[config.mk]
export PLATFORM = sky130hd
export DESIGN_NAME = cdec_dp_gen
export DESIGN_NICKNAME = d
export VERILOG_FILES = /design/src/rtl/cdec_dp_gen.sv
export SDC_FILE = /design/constraint.sdc
export NUM_CORES = 1
export LEC_CHECK = 0
export CORE_ASPECT_RATIO = 0.5
export CORE_MARGIN = 10
export CORE_UTILIZATION = 59
export DETAILED_ROUTE_END_ITERATION = 16
export PLACE_DENSITY = 0.79
export SLEW_MARGIN = 15
export SYNTH_ARGS = -nofsm -noshare
export SYNTH_HDL_FRONTEND = slang
export SYNTH_SLANG_ARGS = --single-unit
[constraint.sdc]
create_clock -name clock -period 4.1 [get_ports clock]
set_input_delay 0.82 -clock clock [delete_from_list [all_inputs] [get_ports clock]]
set_output_delay 0.82 -clock clock [all_outputs]
set_load 0.005 [all_outputs]
[src/rtl/cdec_dp_gen.sv]
// CDEC data path: XBUS register file, ALU, flags, req/ack memory port with
// timeout, and a combinational debug resource port.
module cdec_dp_gen #(
  parameter int WIDTH = 8,
  parameter int NREG  = 4,
  parameter int SELW  = 4,
  parameter int TMO   = 15
) (
  input  logic             clock,
  input  logic             reset_N,
  input  logic [SELW-1:0]  xsrc,
  input  logic [SELW-1:0]  xdst,
  input  logic [3:0]       alu_op,
  input  logic             rwr,
  input  logic             fwr,
  input  logic             pc_inc,
  input  logic             mem_rd,
  input  logic             mem_wr,
  output logic             mem_req,
  output logic             mem_we,
  input  logic             mem_ack,
  output logic [WIDTH-1:0] adrs,
  input  logic [WIDTH-1:0] data_in,
  output logic [WIDTH-1:0] data_out,
  output logic             busy,
  output logic [WIDTH-1:0] I,
  output logic [2:0]       SZCy,
  input  logic [7:0]       resad,
  output logic [WIDTH-1:0] resdt
);

  // state | meaning
  // IDLE  | no transaction; accepts mem_rd / mem_wr
  // RD    | read request outstanding; RDR loads on the ack edge
  // WR    | write request outstanding
  typedef enum logic [1:0] {IDLE = 2'd0, RD = 2'd1, WR = 2'd2} state_t;

  state_t           state;
  logic [WIDTH-1:0] pc, ir, t_reg, r_reg, mar, wdr, rdr;
  logic [3:0]       flg;  // {E, S, Z, Cy}
  logic [WIDTH-1:0] g [NREG];
  logic [7:0]       tmo_cnt;

  logic [WIDTH-1:0] flg_word, xbus, alu_res;
  logic             alu_cy, tmo_hit, err_set;

  always_comb begin
    flg_word      = '0;
    flg_word[4:1] = flg;
  end

  always_comb begin
    xbus = '1;
    case (xsrc)
      SELW'(0): xbus = pc;
      SELW'(1): xbus = r_reg;
      SELW'(2): xbus = rdr;
      SELW'(3): xbus = flg_word;
      default: begin
        for (int k = 0; k < NREG; k++)
          if (xsrc == SELW'(4 + k)) xbus = g[k];
      end
    endcase
  end

  // Arithmetic ops use a WIDTH+1 result so the top bit is carry or borrow.
  always_comb begin
    alu_res = '0;
    alu_cy  = 1'b0;
    case (alu_op)
      4'h0: alu_res = xbus;
      4'h1: {alu_cy, alu_res} = {1'b0, xbus} + {1'b0, t_reg};
      4'h2: {alu_cy, alu_res} = {1'b0, xbus} + {1'b0, t_reg} + {{WIDTH{1'b0}}, flg[0]};
      4'h3: {alu_cy, alu_res} = {1'b0, xbus} - {1'b0, t_reg};
      4'h4: {alu_cy, alu_res} = {1'b0, xbus} - {1'b0, t_reg} - {{WIDTH{1'b0}}, flg[0]};
      4'h5: alu_res = xbus & t_reg;
      4'h6: alu_res = xbus | t_reg;
      4'h7: alu_res = xbus ^ t_reg;
      4'h8: alu_res = ~xbus;
      4'h9: begin
        alu_res = {xbus[WIDTH-2:0], 1'b0};
        alu_cy  = xbus[WIDTH-1];
      end
      4'hA: begin
        alu_res = {1'b0, xbus[WIDTH-1:1]};
        alu_cy  = xbus[0];
      end
      4'hB: begin
        alu_res = {xbus[WIDTH-2:0], xbus[WIDTH-1]};
        alu_cy  = xbus[WIDTH-1];
      end
      4'hC: begin
        alu_res = {xbus[0], xbus[WIDTH-1:1]};
        alu_cy  = xbus[0];
      end
      4'hD: {alu_cy, alu_res} = {1'b0, xbus} + (WIDTH+1)'(1);
      4'hE: {alu_cy, alu_res} = {1'b0, xbus} - (WIDTH+1)'(1);
      4'hF: alu_res = t_reg;
    endcase
  end

  assign tmo_hit = (state != IDLE) && !mem_ack && (tmo_cnt == 8'(TMO - 1));
  assign err_set = (state == IDLE) ? (mem_rd & mem_wr) : ((mem_rd | mem_wr) | tmo_hit);

  always_ff @(posedge clock or negedge reset_N) begin
    if (!reset_N) begin
      pc    <= '0;
      ir    <= '0;
      t_reg <= '0;
      r_reg <= '0;
      mar   <= '0;
      wdr   <= '0;
      flg   <= '0;
      for (int k = 0; k < NREG; k++) g[k] <= '0;
    end else begin
      if (xdst == SELW'(1)) pc <= xbus;
      else if (pc_inc) pc <= pc + WIDTH'(1);
      if (xdst == SELW'(2)) ir <= xbus;
      if (xdst == SELW'(3)) t_reg <= xbus;
      if (xdst == SELW'(4)) mar <= xbus;
      if (xdst == SELW'(5)) wdr <= xbus;
      for (int k = 0; k < NREG; k++)
        if (xdst == SELW'(8 + k)) g[k] <= xbus;
      if (rwr) r_reg <= alu_res;
      if (fwr) flg[2:0] <= {alu_res[WIDTH-1], alu_res == '0, alu_cy};
      // An error raised by the memory FSM wins over an fwr clear.
      if (err_set) flg[3] <= 1'b1;
      else if (fwr) flg[3] <= 1'b0;
    end
  end

  always_ff @(posedge clock or negedge reset_N) begin
    if (!reset_N) begin
      state   <= IDLE;
      mem_req <= 1'b0;
      mem_we  <= 1'b0;
      busy    <= 1'b0;
      tmo_cnt <= '0;
      rdr     <= '0;
    end else begin
      case (state)
        IDLE: begin
          if (mem_rd ^ mem_wr) begin
            state   <= mem_rd ? RD : WR;
            mem_req <= 1'b1;
            mem_we  <= mem_wr;
            busy    <= 1'b1;
            tmo_cnt <= '0;
          end
        end
        RD, WR: begin
          if (mem_ack) begin
            if (state == RD) rdr <= data_in;
            state   <= IDLE;
            mem_req <= 1'b0;
            mem_we  <= 1'b0;
            busy    <= 1'b0;
          end else if (tmo_hit) begin
            state   <= IDLE;
            mem_req <= 1'b0;
            mem_we  <= 1'b0;
            busy    <= 1'b0;
            tmo_cnt <= '0;
          end else begin
            tmo_cnt <= tmo_cnt + 8'd1;
          end
        end
        default: begin
          state   <= IDLE;
          mem_req <= 1'b0;
          mem_we  <= 1'b0;
          busy    <= 1'b0;
        end
      endcase
    end
  end

  always_comb begin
    resdt = '0;
    case (resad)
      8'h00: resdt = pc;
      8'h01: resdt = ir;
      8'h02: resdt = t_reg;
      8'h03: resdt = r_reg;
      8'h04: resdt = mar;
      8'h05: resdt = data_in;
      8'h06: resdt = rdr;
      8'h07: resdt = wdr;
      8'h0D: resdt = flg_word;
      8'h0E: resdt = WIDTH'(state);
      default: begin
        for (int k = 0; k < NREG; k++)
          if (resad == 8'(16 + k)) resdt = g[k];
      end
    endcase
  end

  assign adrs     = mar;
  assign data_out = wdr;
  assign I        = ir;
  assign SZCy     = flg[2:0];

endmodule

* Yosys cells after proc, flatten, opt, wreduce, memory -nomap -nowiden
Cells that the tools add are included.
** Storage, ports and cells
- Bits in registers :: 104
- Latch bits :: 0
- Memory bits (writable) :: 0
- Memory bits (read-only) :: 0
- Input port bits :: 36
- Output and inout bits :: 38
- Memories kept :: 0
** Cells by class
- Add/sub/neg operators :: 8
- $mul :: 0
- Divide/modulo/power cells :: 0
- $lt $le $gt $ge :: 0
- Eq/ne operators :: 50
- Shifts and indexed selects :: 0
- Muxes and demuxes :: 32
- Bitwise operators :: 8
- Reductions and logical operators :: 18
** Operators by type and width (count)
- 8-bit case mux with 16 select lines :: 1
- 8-bit two-way mux :: 13
- 8-bit case mux with 10 select lines :: 1
- 4-bit == test (second input constant) :: 12
- 4-bit by 3-bit == test with 1-bit output (second input constant) :: 10
- 8-bit by 3-bit == test with 1-bit output (second input constant) :: 4
- 8-bit by 5-bit == test with 1-bit output (second input constant) :: 4
- 8-bit case mux with 4 select lines :: 1
- 4-bit by 2-bit == test with 1-bit output (second input constant) :: 6
- 8-bit by 4-bit == test with 1-bit output (second input constant) :: 3
- 8-bit by 1-bit adder with 8-bit output (second input constant) :: 2
- 8-bit by 2-bit == test with 1-bit output (second input constant) :: 2
- 8-bit logical NOT :: 2
- 8-bit case mux with 2 select lines :: 1
- 4-bit by 1-bit == test with 1-bit output (second input constant) :: 3
- 8-bit by 1-bit adder with 9-bit output (second input constant) :: 1
- 8-bit by 8-bit adder with 9-bit output :: 1
- 9-bit by 1-bit adder with 9-bit output :: 1
- 8-bit by 1-bit subtractor with 9-bit output (second input constant) :: 1
- 8-bit by 8-bit subtractor with 9-bit output :: 1
- 9-bit by 1-bit subtractor with 9-bit output :: 1
- 8-bit AND :: 1
- 8-bit by 1-bit == test with 1-bit output (second input constant) :: 1
- 4-bit logical NOT :: 2
- other kinds (23) :: 41

* Logic depth before layout (Yosys ltp)
- Depth after elaboration :: 10
- Mapped depth :: 19

* Least setup slack after synthesis
Ideal clock, no wire load.
- Kind :: input to register
- Start :: in xsrc[0]
- End :: reg flg[1]
- Library setup time :: 0.103 ns
- Data arrival time :: 4.258 ns
- Required time :: 3.997 ns
- Slack :: -0.261 ns
- Stages on the path :: 16
- Cells stage by stage :: buf_6 mux4_2 nand2_1 and3_1 buf_2 clkbuf_1 ha_1 nand2b_1 a211oi_1 a2111oi_0 xor2_1 and4_1 nor3_1 o41ai_2 a22oi_1 o41ai_2
** Between the ends
- Longest elaborated chain between the ends :: 10
- Elaborated cells between the ends (all ways) :: 25
- Those cells by class :: add/sub: 6; eq/ne: 7; mux: 6; bitwise: 4; reduce/logical: 2
** Ends and longest elaborated chain
- start, declared :: line 11 : input logic [SELW-1:0] xsrc,
- 4-bit by 3-bit == test with 1-bit output :: line 61 : if (xsrc == SELW'(4 + k)) xbus = g[k];
- 8-bit two-way mux (4 in series) :: line 61
- 8-bit case mux with 4 select lines * :: line 54 : case (xsrc)
- 8-bit by 8-bit subtractor with 9-bit output or 8-bit by 8-bit adder with 9-bit output (tied branches)
- 9-bit by 1-bit subtractor with 9-bit output or 9-bit by 1-bit adder with 9-bit output (tied branches) :: line 75, 73
- 8-bit case mux with 16 select lines * :: line 70 : case (alu_op)
- 8-bit logical NOT * :: line 125 : if (fwr) flg[2:0] <= {alu_res[WIDTH-1], alu_res == '0, alu_cy};
- end signal, assigned :: line 125
- end, declared :: line 40 : logic [3:0] flg;
Every way passes the cells marked *; elsewhere a longest branch is shown, timed or not.
A chain may end at the register's enable or synchronous reset.

* Worst setup path in the final report
Same ends and word-level chain as after synthesis.

==> key figures <==
Worst setup path
  – Setup CP Type: in2reg
  – CP endpoint: flg[1]$_DFFE_PN0P_
  – FF-to-FF setup slack: 0.14 ns
  – Arrival @ worst endpoint: 4.57 ns
  – Worst R2R End: flg[1]$_DFFE_PN0P_
  – CP max FO: 8
  – Worst reg2reg path depth: 14
  – Crit start category: primary input
  – Crit end category: flip-flop
  – Worst r2r src: g[16]$_DFFE_PN0N_
  – CP Launch Point: xsrc[0]
  – Worst path required time: 4.36 ns

Detailed routing
  – Drt pass-1 iters: 6
  – WL/cell: 23.6 µm
  – Via density: 6.63
  – Initial DRC count: 1107
  – Via count: 8716
  – ANT nets after route: 0
  – Routed WL: 31.1 mm
  – Post-route DRC: 0

GRT
  – Gr usage total: 31.8%
  – Antenna violations before repair: 0
  – GR Overflow Total: 0
  – First-pass GRT wire length: 47.1 mm
  – Largest net degree at the start of global routing: 87
  – Number of global-route vias before repair: 8397

Synthesis
  – Synth cell count leaders: nand2_1, dfrtp_1, o21ai_0, nor2_1, clkbuf_1
  – Syn nets: 1008
  – Yosys reg bits: 104
  – Yosys cell types: 79
  – Synth Area per Inst: 8.75 µm²
  – Post-synth EDFFs: 0
  – Synthesized cell area: 8150 µm²
  – Area share of the largest cell type after synthesis: 31.9%
  – Top-count cell post-synth: nand2_1
  – Register area share after synthesis: 31.9%
  – Ys Warns: 0
  – Synth Instances: 931
  – Area leader, netlist: dfrtp_1
  – Synth Flop Type: dfrtp_1
  – Async set-reset flop share out of synthesis: 100%
  – Top cells by area, synth: dfrtp_1, nand2_1, mux4_2

Clock network
  – Num CTS Buffers: 9
  – Later-pin clock latency in the skew report: 0.36 ns
  – CTS Hold Buffers Added: 0
  – CTS tree: built
  – Max clock buf depth: 2
  – Clock root buffer: clkbuf_16
  – CTS clock-pin slew for the worst setup and hold paths: 0.07 ns
  – Clk sinks: 104
  – H-tree depth: 3

Hold path
  – Worst hold path class: in2async

Die
  – Ports: 74
  – Die Area: 19200 µm²
  – CORE AREA: 13600 µm²
  – Initial Util: 60.1%
  – Row count: 30
  – Die height: 103 µm
  – Die W: 186 µm

Timing
  – Minimum clock period: 4.31 ns
  – Fmax: 232 MHz
  – Worst Tran Pin Value: 0.680 ns
  – Final number of setup-violating endpoints: 2
  – Final setup margin: -0.207 ns
  – Rel. slew slack: 54.5%
  – Slew Limit Fails: 0
  – Final Hold Vio Count: 0
  – RSZ-0062 raised after global routing: yes
  – Tcrit/Tclk final: 105%
  – Clock skew: 0.00746 ns

Final layout
  – Diodes inserted: 0
  – Synthesis-to-layout area growth: 34.2%
  – Max reg flops: 32
  – Final Non-Filler Cells: 1315
  – Layout cell share with drive strength beyond 1: 29.2%
  – Top reg by flops: g
  – Fin nets: 1196

Placed design
  – Port Buffers: 73
  – Gpl congestion: 0.992
  – Dpl cells: 1268
  – Dpl ws: -0.964 ns
  – Hpwl dp: 22.1 mm

Outcome
  – Run status: finished with violations
  – Failing checks: negative setup slack

Job
  – Max-cap viol count: 0

Pwr
  – Maximum vdd drop: 0.498 mV
  – Power Density: 537 nW/µm²
  – Static Leak: 4.65 nW
[area by class of cell]
| cell class | instances | area [µm²] |
|---|---|---|
| tap | 192 | 240 |
| multi-input combinational | 732 | 5630 |
| timing repair buffer | 238 | 2030 |
| clock inverter | 6 | 76.3 |
| inverter | 34 | 133 |
| clock buffer | 9 | 225 |
| fill | 858 | 2610 |
| sequential | 104 | 2600 |
[per-stage QoR]
stage	setup TNS (ns)	hold WS [ns]	util [%]	power, mW	cell area (µm²)
final	-0.228	0.422	80.7	5.88	10900
after global routing	-0.959	0.448	80.7	6.17	10900
after CTS	0	0.516	78.6	5.63	10600
after detailed placement	-7.69	0.492	72.9	4.49	9880
after global placement	-7.37	0.486	72.9	4.41	9880
after floorplan	-0.0278	0.459	-	3.23	8210
[critical path, stage by stage]
cell and delay (ns):
buf_4 0.14, buf_6 0.13, buf_4 0.16, o21ai_1 0.12, nand4_1 0.22, buf_4 0.21, buf_4 0.13, buf_4 0.13
buf_4 0.12, buf_4 0.12, buf_4 0.12, buf_4 0.12, buf_4 0.12, buf_4 0.12, buf_4 0.12, buf_4 0.12
buf_4 0.13, a211oi_2 0.19, o21ai_1 0.08, a22oi_1 0.32, a41oi_2 0.17, a21oi_2 0.15, o211ai_1 0.15, o41ai_2 0.34
[per-layer routing]
layer	up-vias	GRT usage, %	routed length (µm)
met5	-	0	0
met4	0	13.1	1280
met3	114	7.42	3190
met2	589	52.1	14600
met1	4236	39.9	12100
li1	3777	-	-
[worst min path at each step]
stage                                         to  slack (ns)  cells after the start
final                     tmo_cnt[0]$_DFFE_PN0P_        0.42                      1
after global routing      tmo_cnt[1]$_DFFE_PN0P_        0.45                      1
after CTS                      g[13]$_DFFE_PN0N_        0.52                      2
after detailed placement       g[10]$_DFFE_PN0N_        0.49                      2
after global placement         g[29]$_DFFE_PN0N_        0.49                      2
after floorplan                g[26]$_DFFE_PN0N_        0.46                      2
[cells by family (layout without fill, tap and decap cells)]
logic type | Yosys count | count (layout) | synth area share (%)
xor+xnor | 34 | 34 | 3.65
simple gates | 331 | 331 | 19.6
flops | 104 | 104 | 31.9
fa+ha+maj | 41 | 41 | 6.48
compound gates | 263 | 263 | 21.4
buf+inv | 95 | 287 | 5.30
mux | 63 | 63 | 11.7
[what timing repair did]
item	4_1_cts	5_1_grt
gates cloned	0	0
pin swaps	16	24
endpoints found under the setup margin	10	8
setup buffers	21	10
gates resized for setup	68	49
[where the power goes]
group          total (mW)  internal (mW)  switching (mW)
logic                3.28           1.64            1.64
registers            1.70           1.33           0.374
clock network       0.892          0.481           0.410
[layout by cell type (no fill, tap or decap), types with 15 or more instances in the layout]
cell and instances:
a21oi_1 24, buf_4 156, clkdlybuf4s50_1 67, dfrtp_1 104, ha_1 26, inv_1 26
mux2_2 18, mux2i_1 17, mux4_2 24, nand2_1 145, nand2b_1 17, nand3_1 26
nor2_1 48, nor2b_1 16, o211ai_1 15, o21ai_0 101, xnor2_1 17
Power figures use the tool's default switching activity.
